<file path="src/rtl/mdu_pkg.sv">
// Shared types for the iterative multiply/divide unit.
package mdu_pkg;

  typedef enum logic [1:0] {
    MULL = 2'b00,
    MULH = 2'b01,
    DIVU = 2'b10,
    REMU = 2'b11
  } op_t;

  typedef enum logic [1:0] {
    IDLE = 2'b00,
    RUN  = 2'b01,
    DONE = 2'b10
  } state_t;

  // Divide-class ops share bit 1 of the opcode.
  function automatic logic is_div(op_t op);
    return op[1];
  endfunction

endpackage

</file>
<file path="src/rtl/mul_div_unit_if.sv">
// Issue/writeback bundle between control, register file and the multiply/divide unit.
interface mul_div_unit_if #(
  parameter int unsigned W = 8,
  parameter int unsigned D = 3
);
  import mdu_pkg::*;

  logic         start;
  op_t          op;
  logic [W-1:0] opA;
  logic [W-1:0] opB;
  logic [D-1:0] dest;
  logic         busy;
  logic         done;
  logic         write_en;
  logic [D-1:0] waddr;
  logic [W-1:0] data_out;
  logic         div0;

  modport master (
    output start, op, opA, opB, dest,
    input  busy, done, write_en, waddr, data_out, div0
  );

  modport slave (
    input  start, op, opA, opB, dest,
    output busy, done, write_en, waddr, data_out, div0
  );

endinterface

</file>
<file path="src/rtl/mul_div_unit.sv">
// Iterative unsigned multiply / divide: W iterations, then a one-cycle register-file writeback.
// Multiply and divide share one {hi,lo} register pair: for multiply it holds the growing
// product, for divide hi is the partial remainder and lo the dividend/quotient shift register.
module mul_div_unit
  import mdu_pkg::*;
#(
  parameter int unsigned W = 8,
  parameter int unsigned D = 3
) (
  input  logic           CLK,
  input  logic           Reset,
  mul_div_unit_if.slave  bus_io
);

  localparam int unsigned CW = $clog2(W) + 1;

  state_t         state_q, state_d;
  op_t            op_q, op_d;
  logic [W-1:0]   opa_q, opa_d;
  logic [W-1:0]   opb_q, opb_d;
  logic [D-1:0]   dest_q, dest_d;
  logic [CW-1:0]  cnt_q, cnt_d;
  logic [W-1:0]   hi_q, hi_d;
  logic [W-1:0]   lo_q, lo_d;
  logic [D-1:0]   waddr_q, waddr_d;
  logic [W-1:0]   data_q, data_d;
  logic           div0_q, div0_d;

  logic [W:0]     mul_sum;
  logic [W:0]     rem_shift;
  logic [W:0]     rem_trial;
  logic [W-1:0]   hi_nx;
  logic [W-1:0]   lo_nx;

  // One shift-add (multiply) or restoring-subtract (divide) step of the shared datapath.
  always_comb begin
    mul_sum   = {1'b0, hi_q} + (lo_q[0] ? {1'b0, opa_q} : {(W + 1){1'b0}});
    rem_shift = {hi_q, lo_q[W-1]};
    rem_trial = rem_shift - {1'b0, opb_q};
    if (is_div(op_q)) begin
      // Borrow out of the trial subtraction means the divisor did not fit: restore.
      if (!rem_trial[W]) begin
        hi_nx = rem_trial[W-1:0];
        lo_nx = {lo_q[W-2:0], 1'b1};
      end else begin
        hi_nx = rem_shift[W-1:0];
        lo_nx = {lo_q[W-2:0], 1'b0};
      end
    end else begin
      hi_nx = mul_sum[W:1];
      lo_nx = {mul_sum[0], lo_q[W-1:1]};
    end
  end

  // Next-state logic: operand capture, iteration sequencing and result latching.
  always_comb begin
    state_d = state_q;
    op_d    = op_q;
    opa_d   = opa_q;
    opb_d   = opb_q;
    dest_d  = dest_q;
    cnt_d   = cnt_q;
    hi_d    = hi_q;
    lo_d    = lo_q;
    waddr_d = waddr_q;
    data_d  = data_q;
    div0_d  = div0_q;
    case (state_q)
      IDLE: begin
        if (bus_io.start) begin
          state_d = RUN;
          op_d    = bus_io.op;
          opa_d   = bus_io.opA;
          opb_d   = bus_io.opB;
          dest_d  = bus_io.dest;
          cnt_d   = '0;
          hi_d    = '0;
          // Divide shifts the dividend out of lo; multiply shifts the multiplier out.
          lo_d    = is_div(bus_io.op) ? bus_io.opA : bus_io.opB;
        end
      end
      RUN: begin
        hi_d  = hi_nx;
        lo_d  = lo_nx;
        cnt_d = cnt_q + 1'b1;
        if (cnt_q == CW'(W - 1)) begin
          state_d = DONE;
          waddr_d = dest_q;
          // hi ends as product high half / remainder, lo as product low half / quotient.
          data_d  = (op_q == MULH || op_q == REMU) ? hi_nx : lo_nx;
          div0_d  = is_div(op_q) && (opb_q == '0);
        end
      end
      DONE: state_d = IDLE;
      default: state_d = IDLE;
    endcase
  end

  // State and datapath registers; reset discards any in-flight operation.
  always_ff @(posedge CLK or posedge Reset) begin
    if (Reset) begin
      state_q <= IDLE;
      op_q    <= MULL;
      opa_q   <= '0;
      opb_q   <= '0;
      dest_q  <= '0;
      cnt_q   <= '0;
      hi_q    <= '0;
      lo_q    <= '0;
      waddr_q <= '0;
      data_q  <= '0;
      div0_q  <= 1'b0;
    end else begin
      state_q <= state_d;
      op_q    <= op_d;
      opa_q   <= opa_d;
      opb_q   <= opb_d;
      dest_q  <= dest_d;
      cnt_q   <= cnt_d;
      hi_q    <= hi_d;
      lo_q    <= lo_d;
      waddr_q <= waddr_d;
      data_q  <= data_d;
      div0_q  <= div0_d;
    end
  end

  assign bus_io.busy     = (state_q != IDLE);
  assign bus_io.done     = (state_q == DONE);
  assign bus_io.write_en = (state_q == DONE);
  assign bus_io.waddr    = waddr_q;
  assign bus_io.data_out = data_q;
  assign bus_io.div0     = div0_q && (state_q == DONE);

endmodule

</file>
<file path="src/flat_wrapper.sv">
// flat-port wrapper written by rule: the top's interface ports become plain ports
module mul_div_unit_flat import mdu_pkg::*;
#(
  parameter int unsigned W = 8,
  parameter int unsigned D = 3
)
  (CLK, Reset, bus_io_start, bus_io_op, bus_io_opA, bus_io_opB, bus_io_dest, bus_io_busy, bus_io_done, bus_io_write_en, bus_io_waddr, bus_io_data_out, bus_io_div0);
  mul_div_unit_if #(.W(W), .D(D)) bus_io_i ();
  input  logic CLK;
  input  logic Reset;
  input wire logic [$bits(bus_io_i.start)-1:0] bus_io_start;
  input wire logic [$bits(bus_io_i.op)-1:0] bus_io_op;
  input wire logic [$bits(bus_io_i.opA)-1:0] bus_io_opA;
  input wire logic [$bits(bus_io_i.opB)-1:0] bus_io_opB;
  input wire logic [$bits(bus_io_i.dest)-1:0] bus_io_dest;
  output wire logic [$bits(bus_io_i.busy)-1:0] bus_io_busy;
  output wire logic [$bits(bus_io_i.done)-1:0] bus_io_done;
  output wire logic [$bits(bus_io_i.write_en)-1:0] bus_io_write_en;
  output wire logic [$bits(bus_io_i.waddr)-1:0] bus_io_waddr;
  output wire logic [$bits(bus_io_i.data_out)-1:0] bus_io_data_out;
  output wire logic [$bits(bus_io_i.div0)-1:0] bus_io_div0;
  assign bus_io_i.start = bus_io_start;
  assign bus_io_i.op = bus_io_op;
  assign bus_io_i.opA = bus_io_opA;
  assign bus_io_i.opB = bus_io_opB;
  assign bus_io_i.dest = bus_io_dest;
  assign bus_io_busy = bus_io_i.busy;
  assign bus_io_done = bus_io_i.done;
  assign bus_io_write_en = bus_io_i.write_en;
  assign bus_io_waddr = bus_io_i.waddr;
  assign bus_io_data_out = bus_io_i.data_out;
  assign bus_io_div0 = bus_io_i.div0;
  mul_div_unit #(.W(W), .D(D)) u_core (.CLK(CLK), .Reset(Reset), .bus_io(bus_io_i));
endmodule
</file>
<file path="config.mk">
export PLATFORM = sky130hd
export DESIGN_NAME = mul_div_unit_flat
export DESIGN_NICKNAME = d
export VERILOG_FILES = /design/src/rtl/mdu_pkg.sv /design/src/rtl/mul_div_unit_if.sv /design/src/rtl/mul_div_unit.sv /design/src/flat_wrapper.sv
export SDC_FILE = /design/constraint.sdc
export NUM_CORES = 1
export LEC_CHECK = 0
export CORE_MARGIN = 2
export CORE_UTILIZATION = 40
export CTS_BUF_LIST = sky130_fd_sc_hd__clkbuf_8
export CTS_CLUSTER_SIZE = 30
export DETAILED_ROUTE_END_ITERATION = 8
export DONT_BUFFER_PORTS = 1
export PLACE_DENSITY = 0.59
export SETUP_SLACK_MARGIN = 0.2
export SYNTH_ARGS = -nofsm -noshare
export SYNTH_HDL_FRONTEND = slang
export SYNTH_SLANG_ARGS = --single-unit
</file>
<file path="constraint.sdc">
create_clock -name CLK -period 3.7 [get_ports CLK]
set_clock_uncertainty 0.2 [all_clocks]
set_input_delay 0.185 -clock CLK [delete_from_list [all_inputs] [get_ports CLK]]
set_output_delay 0.185 -clock CLK [all_outputs]
set_load 0.03 [all_outputs]
</file>
# [Yosys cells after proc, flatten, opt, wreduce, memory -nomap -nowiden]
# Cells that the tools add are included.
[op_classes] n_addsub=3 eq_ne=7 mux=16 n_reduce_logical=11
[ops] cell="$mux W8" n=8
[ops] cell="$pmux W8 S2" n=2
[ops] cell="$add A8 B9 Y9" n=1
[ops] cell="$sub A9 B8 Y9" n=1
[ops] cell="$logic_not A8 Y1" n=1
[ops] cell="$pmux W4 S2" n=1
[ops] cell="$reduce_and A2 Y1" n=4
[ops] cell="$add A4 B1 Y4 const B" n=1
[ops] cell="$eq A2 B1 Y1 const B" n=2
[ops] cell="$eq A2 B2 Y1 const B" n=2
[ops] cell="$eq A4 B3 Y1 const B" n=1
[ops] cell="$mux W2" n=2
[ops] cell="$mux W4" n=1
[ops] cell="$pmux W2 S2" n=1
[ops] cell="$reduce_bool A2 Y1" n=2
[ops] cell="$logic_and A1 B1 Y1" n=2
[ops] cell="$logic_not A2 Y1" n=1
[ops] cell="$ne A2 B1 Y1 const B" n=1
[ops] cell="$ne A2 B2 Y1 const B" n=1
[ops] cell="$logic_or A1 B1 Y1" n=1
[ops] cell="$mux W1" n=1
[totals] register_bits=55 out_inout_bits=15 wordCells=48

# [Logic depth before layout (Yosys ltp)]
[logic_depth] depth_word=4 depth_mapped=12 mapped_depth_nobuf=10

# [Worst setup path before layout]
# Ideal clock, no wire load.
[synth_timing] path_kind="reg2reg" startpoint="register u_core.lo_q[7]" endpoint="register u_core.data_q[6] (netlist: u_core.bus_io.data_out[6])" arrival_ns=2.327 path_slack_ns=1.052 stages_incl_launch_ff=11 n_path_buf=0 path_cell_list="dfrtp_1 inv_1 ha_1 inv_1 fa_1 a21o_1 nand3_1 mux2_2 o311ai_0 a31oi_1 a31o_2"
[synth_between] elab_chain_cells=4 word_cells_on_any_way=5 classes_between="add/sub: 1; mux: 4"
[synth_lines] element="start, declared" line_no="mul_div_unit.sv:24" text="logic [W-1:0] lo_q, lo_d;"
[synth_lines] element="start signal, assigned" line_no="mul_div_unit.sv:121" text="lo_q <= lo_d;"
[synth_lines] element="$sub A9 B8 Y9" line_no="mul_div_unit.sv:39" text="rem_trial = rem_shift - {1'b0, opb_q};"
[synth_lines] element="$mux W8" line_no="mul_div_unit.sv:42" text="if (!rem_trial[W]) begin"
[synth_lines] element="$mux W8" line_no="mul_div_unit.sv:40" text="if (is_div(op_q)) begin"
[synth_lines] element="$mux W8 (*)" line_no="mul_div_unit.sv:90" text="data_d = (op_q == MULH || op_q == REMU) ? hi_nx : lo_nx;"
[synth_lines] element="end signal, assigned" line_no="mul_div_unit.sv:123" text="data_q <= data_d;"
[synth_lines] element="end, declared" line_no="mul_div_unit.sv:26" text="logic [W-1:0] data_q, data_d;"
# Mark *: on every way between the ends. The rest lies on a longest branch, timed or not.
# A chain may end at the register's enable or synchronous reset.

# [Worst setup path in the final report]
# Ends and elaborated chain as after synthesis.

==> results.md <==
* DIE AREA at 9190 um^2
* Diodes inserted at 0
* Post-synth top area cell: dfrtp_1
* Synth Instances at 377
* Mapped cell area at 3380 um^2
* Slew headroom at 0.446
* Commonest non-fill, non-tap cell in the layout: nand2_1
* Max cap viols at 0
* Place WS at 0.788 ns
* Setup CP Type: flop to flop
* Die X at 95.9 um
* Synth Flop Type: dfrtp_1
* Final Setup Violations at 0
* P per Cell Area at 1040 nW/um^2
* Initial Util at 0.411
* Die Span Y at 95.9 um
* Total Wirelength at 9370 um
* Tmin final at 2.98 ns
* Fin worst setup slack at 0.717 ns
* First-pass GRT wire length at 14900 um
* Yosys reg bits at 55
* Most frequent cells in the layout: nand2_1, dfrtp_1, dlygate4sd3_1
* Area growth from synthesis to layout at 11.6%
* CP endpoint kind: flop
* Hold Path Class: input pin to flop
* Row count at 33
* VDD IR max at 330 uV
* Setup TNS Final at 0 ns
* Initial antenna violation count at 0
* TritonCTS buffer count at 5
* WL/cell at 18.8 um
* Synth warn at 0
* Slew Viols, Final at 0
* Worst-Margin Slew at 0.830 ns
* Drt pass-1 iters at 5
* Leak at 1.71 nW
* Nets@finish at 435
* Logic pwr share at 0.578
* Power Total at 3.93 mW
* P_sw at 1.97 mW
* Clock transition at the registers of the reported paths at 0.11 ns
* CP Launch Type: flop
* Synth unique cells at 53
* Critical path fanouts, max at 4
* EDFF count, synth at 0
* Seq/Total Area, Yosys at 0.408
* Total Routing Usage GR at 0.217
* Synth top area cells: dfrtp_1, nand2_1, ha_1
* Global route overflow at 0
* Fmax at 335 MHz
* Largest net degree at the start of global routing at 40
* CTS tree: yes
* Vias per std cell at 5.71
* Status: finished clean
* Syn_nets at 420
* CTS sink count at 55
* CP arrival at 2.99 ns
* Top cell type's share of synthesized area at 0.408
* Post-DP HPWL at 6950 um
* Internal at 1.95 mW
* Switching Share at 0.502
* Vias in the first global route at 2733
* Drc violations at 0
* Fin. Hold Viols at 0
* Clk root buf: clkbuf_8
* Initial DRC count at 286
* Std-Cell Core Area at 8220 um^2
* DP Area at 3460 um^2
* Clk Latency, worst-skew pair at 0.31 ns
* Post-CTS setup buffer count at 0
* Routed vias at 2845
* Maximum root-to-sink buffer count at 2
* Io pins at 39
* Clk network pwr share at 0.086
* Period utilization at 0.806
* H-tree levels at 2
* Design Area, Final at 3770 um^2
* Syn avg cell area at 8.96 um^2
* Required time of the critical path at 3.71 ns
* Post-route antenna net violation count at 0
* # port buffers at 0
* Post-synth ARST share at 1.00
* Seq pwr share at 0.336
* RD Place Congestion at 0.875
* Layout cells sized above 1 at 0.0662
* RSZ-0062 raised after global routing: false
sequential cells by signal, summed over array words and instances, names as in the netlist:
register / cells
u_core.bus_io.data_out: 8
u_core.hi_q: 8
u_core.lo_q: 8
u_core.opa_q: 8
u_core.opb_q: 8
u_core.cnt_q: 4
u_core.bus_io.waddr: 3
u_core.dest_q: 3
u_core.op_q: 2
u_core.state_q: 2
u_core.div0_q: 1
cells by family (layout without fill, tap and decap cells):
group	after synthesis	in the layout	share of synthesized area
multiplexers	23	23	0.0689
AND/OR/NAND/NOR	138	138	0.181
AO/OA/AOI/OAI	95	95	0.195
adder cells (fa/ha/maj)	19	19	0.0748
XOR/XNOR	10	10	0.0259
flip-flops	55	55	0.408
buffers and inverters	37	53	0.0471
Yosys cell counts, drive strengths merged, types with 3 or more instances:
| cell type | instances |
|---|---|
| a211oi | 5 |
| a21o | 5 |
| a21oi | 19 |
| a221oi | 5 |
| a31o | 3 |
| a31oi | 10 |
| and2 | 11 |
| buf | 6 |
| clkbuf | 14 |
| clkinv | 3 |
| dfrtp | 55 |
| ha | 17 |
| inv | 14 |
| mux2i | 21 |
| nand2 | 80 |
| nand3 | 10 |
| nand4 | 4 |
| nor2 | 17 |
| nor2b | 7 |
| o21ai | 20 |
| o221ai | 7 |
| o31ai | 5 |
| xnor2 | 7 |
| xor2 | 3 |
layout make-up:
| cell class | instances | area, um^2 |
|---|---|---|
| Sequential cell | 55 | 1380 |
| Clock inverter | 3 | 20.0 |
| Fill cell | 775 | 4450 |
| Tap cell | 105 | 131 |
| Multi-Input combinational cell | 285 | 1840 |
| Inverter | 17 | 63.8 |
| Clock buffer | 5 | 68.8 |
| Timing Repair Buffer | 28 | 265 |
power groups by stage:
stage | Clock (mW) | Combinational, mW | Sequential (mW)
finish | 0.339 | 2.27 | 1.32
global route | 0.378 | 2.50 | 1.35
CTS | 0.349 | 2.25 | 1.31
detailed placement | 0 | 2.20 | 1.33
global placement | 0 | 2.19 | 1.32
floorplan | 0 | 1.85 | 1.15
metal layers:
metal,share of wire,track usage,up-vias
met4,0.024,0.0821,0
met5,0,0,-
li1,-,-,1363
met2,0.45,0.329,109
met1,0.47,0.306,1359
met3,0.058,0.0431,14
worst paths after layout:
kind	from	endpoint	slack (ns)	depth (start not counted)
max	u_core.lo_q[7]	u_core.bus_io.data_out[6]	0.72	10
max reg2reg	u_core.lo_q[7]	u_core.bus_io.data_out[6]	0.72	10
min in group asynchronous	Reset	u_core.opa_q[6]	0.28	2
min	bus_io_start	u_core.dest_q[0]	0.04	3
max in group asynchronous	Reset	u_core.hi_q[7]	2.28	3
min reg2reg	u_core.opb_q[7]	u_core.div0_q	0.27	1
critical path, stage by stage (launching register included):
cell,delay (ns)
dfrtp_1,0.44
inv_1,0.07
ha_1,0.16
inv_1,0.05
fa_1,0.42
a21o_1,0.19
nand3_1,0.08
mux2_2,0.33
o311ai_0,0.43
a31oi_1,0.20
a31o_2,0.30
stage by stage:
| step | instances | hold WS (ns) | util |
|---|---|---|---|
| after global placement | 468 | 0.0672 | 0.421 |
| after global routing | 498 | 0.0666 | 0.459 |
| after floorplan | 377 | 0.0904 | - |
| after CTS | 498 | 0.0388 | 0.459 |
| after detailed placement | 468 | 0.0667 | 0.421 |
| final | 498 | 0.0396 | 0.459 |
repair_timing:
action / 4_1_cts / 5_1_grt
hold endpoints to repair: 67 / 0
gates resized for setup: 0 / 0
hold buffers: 22 / 0
Power figures use the tool's default switching activity.
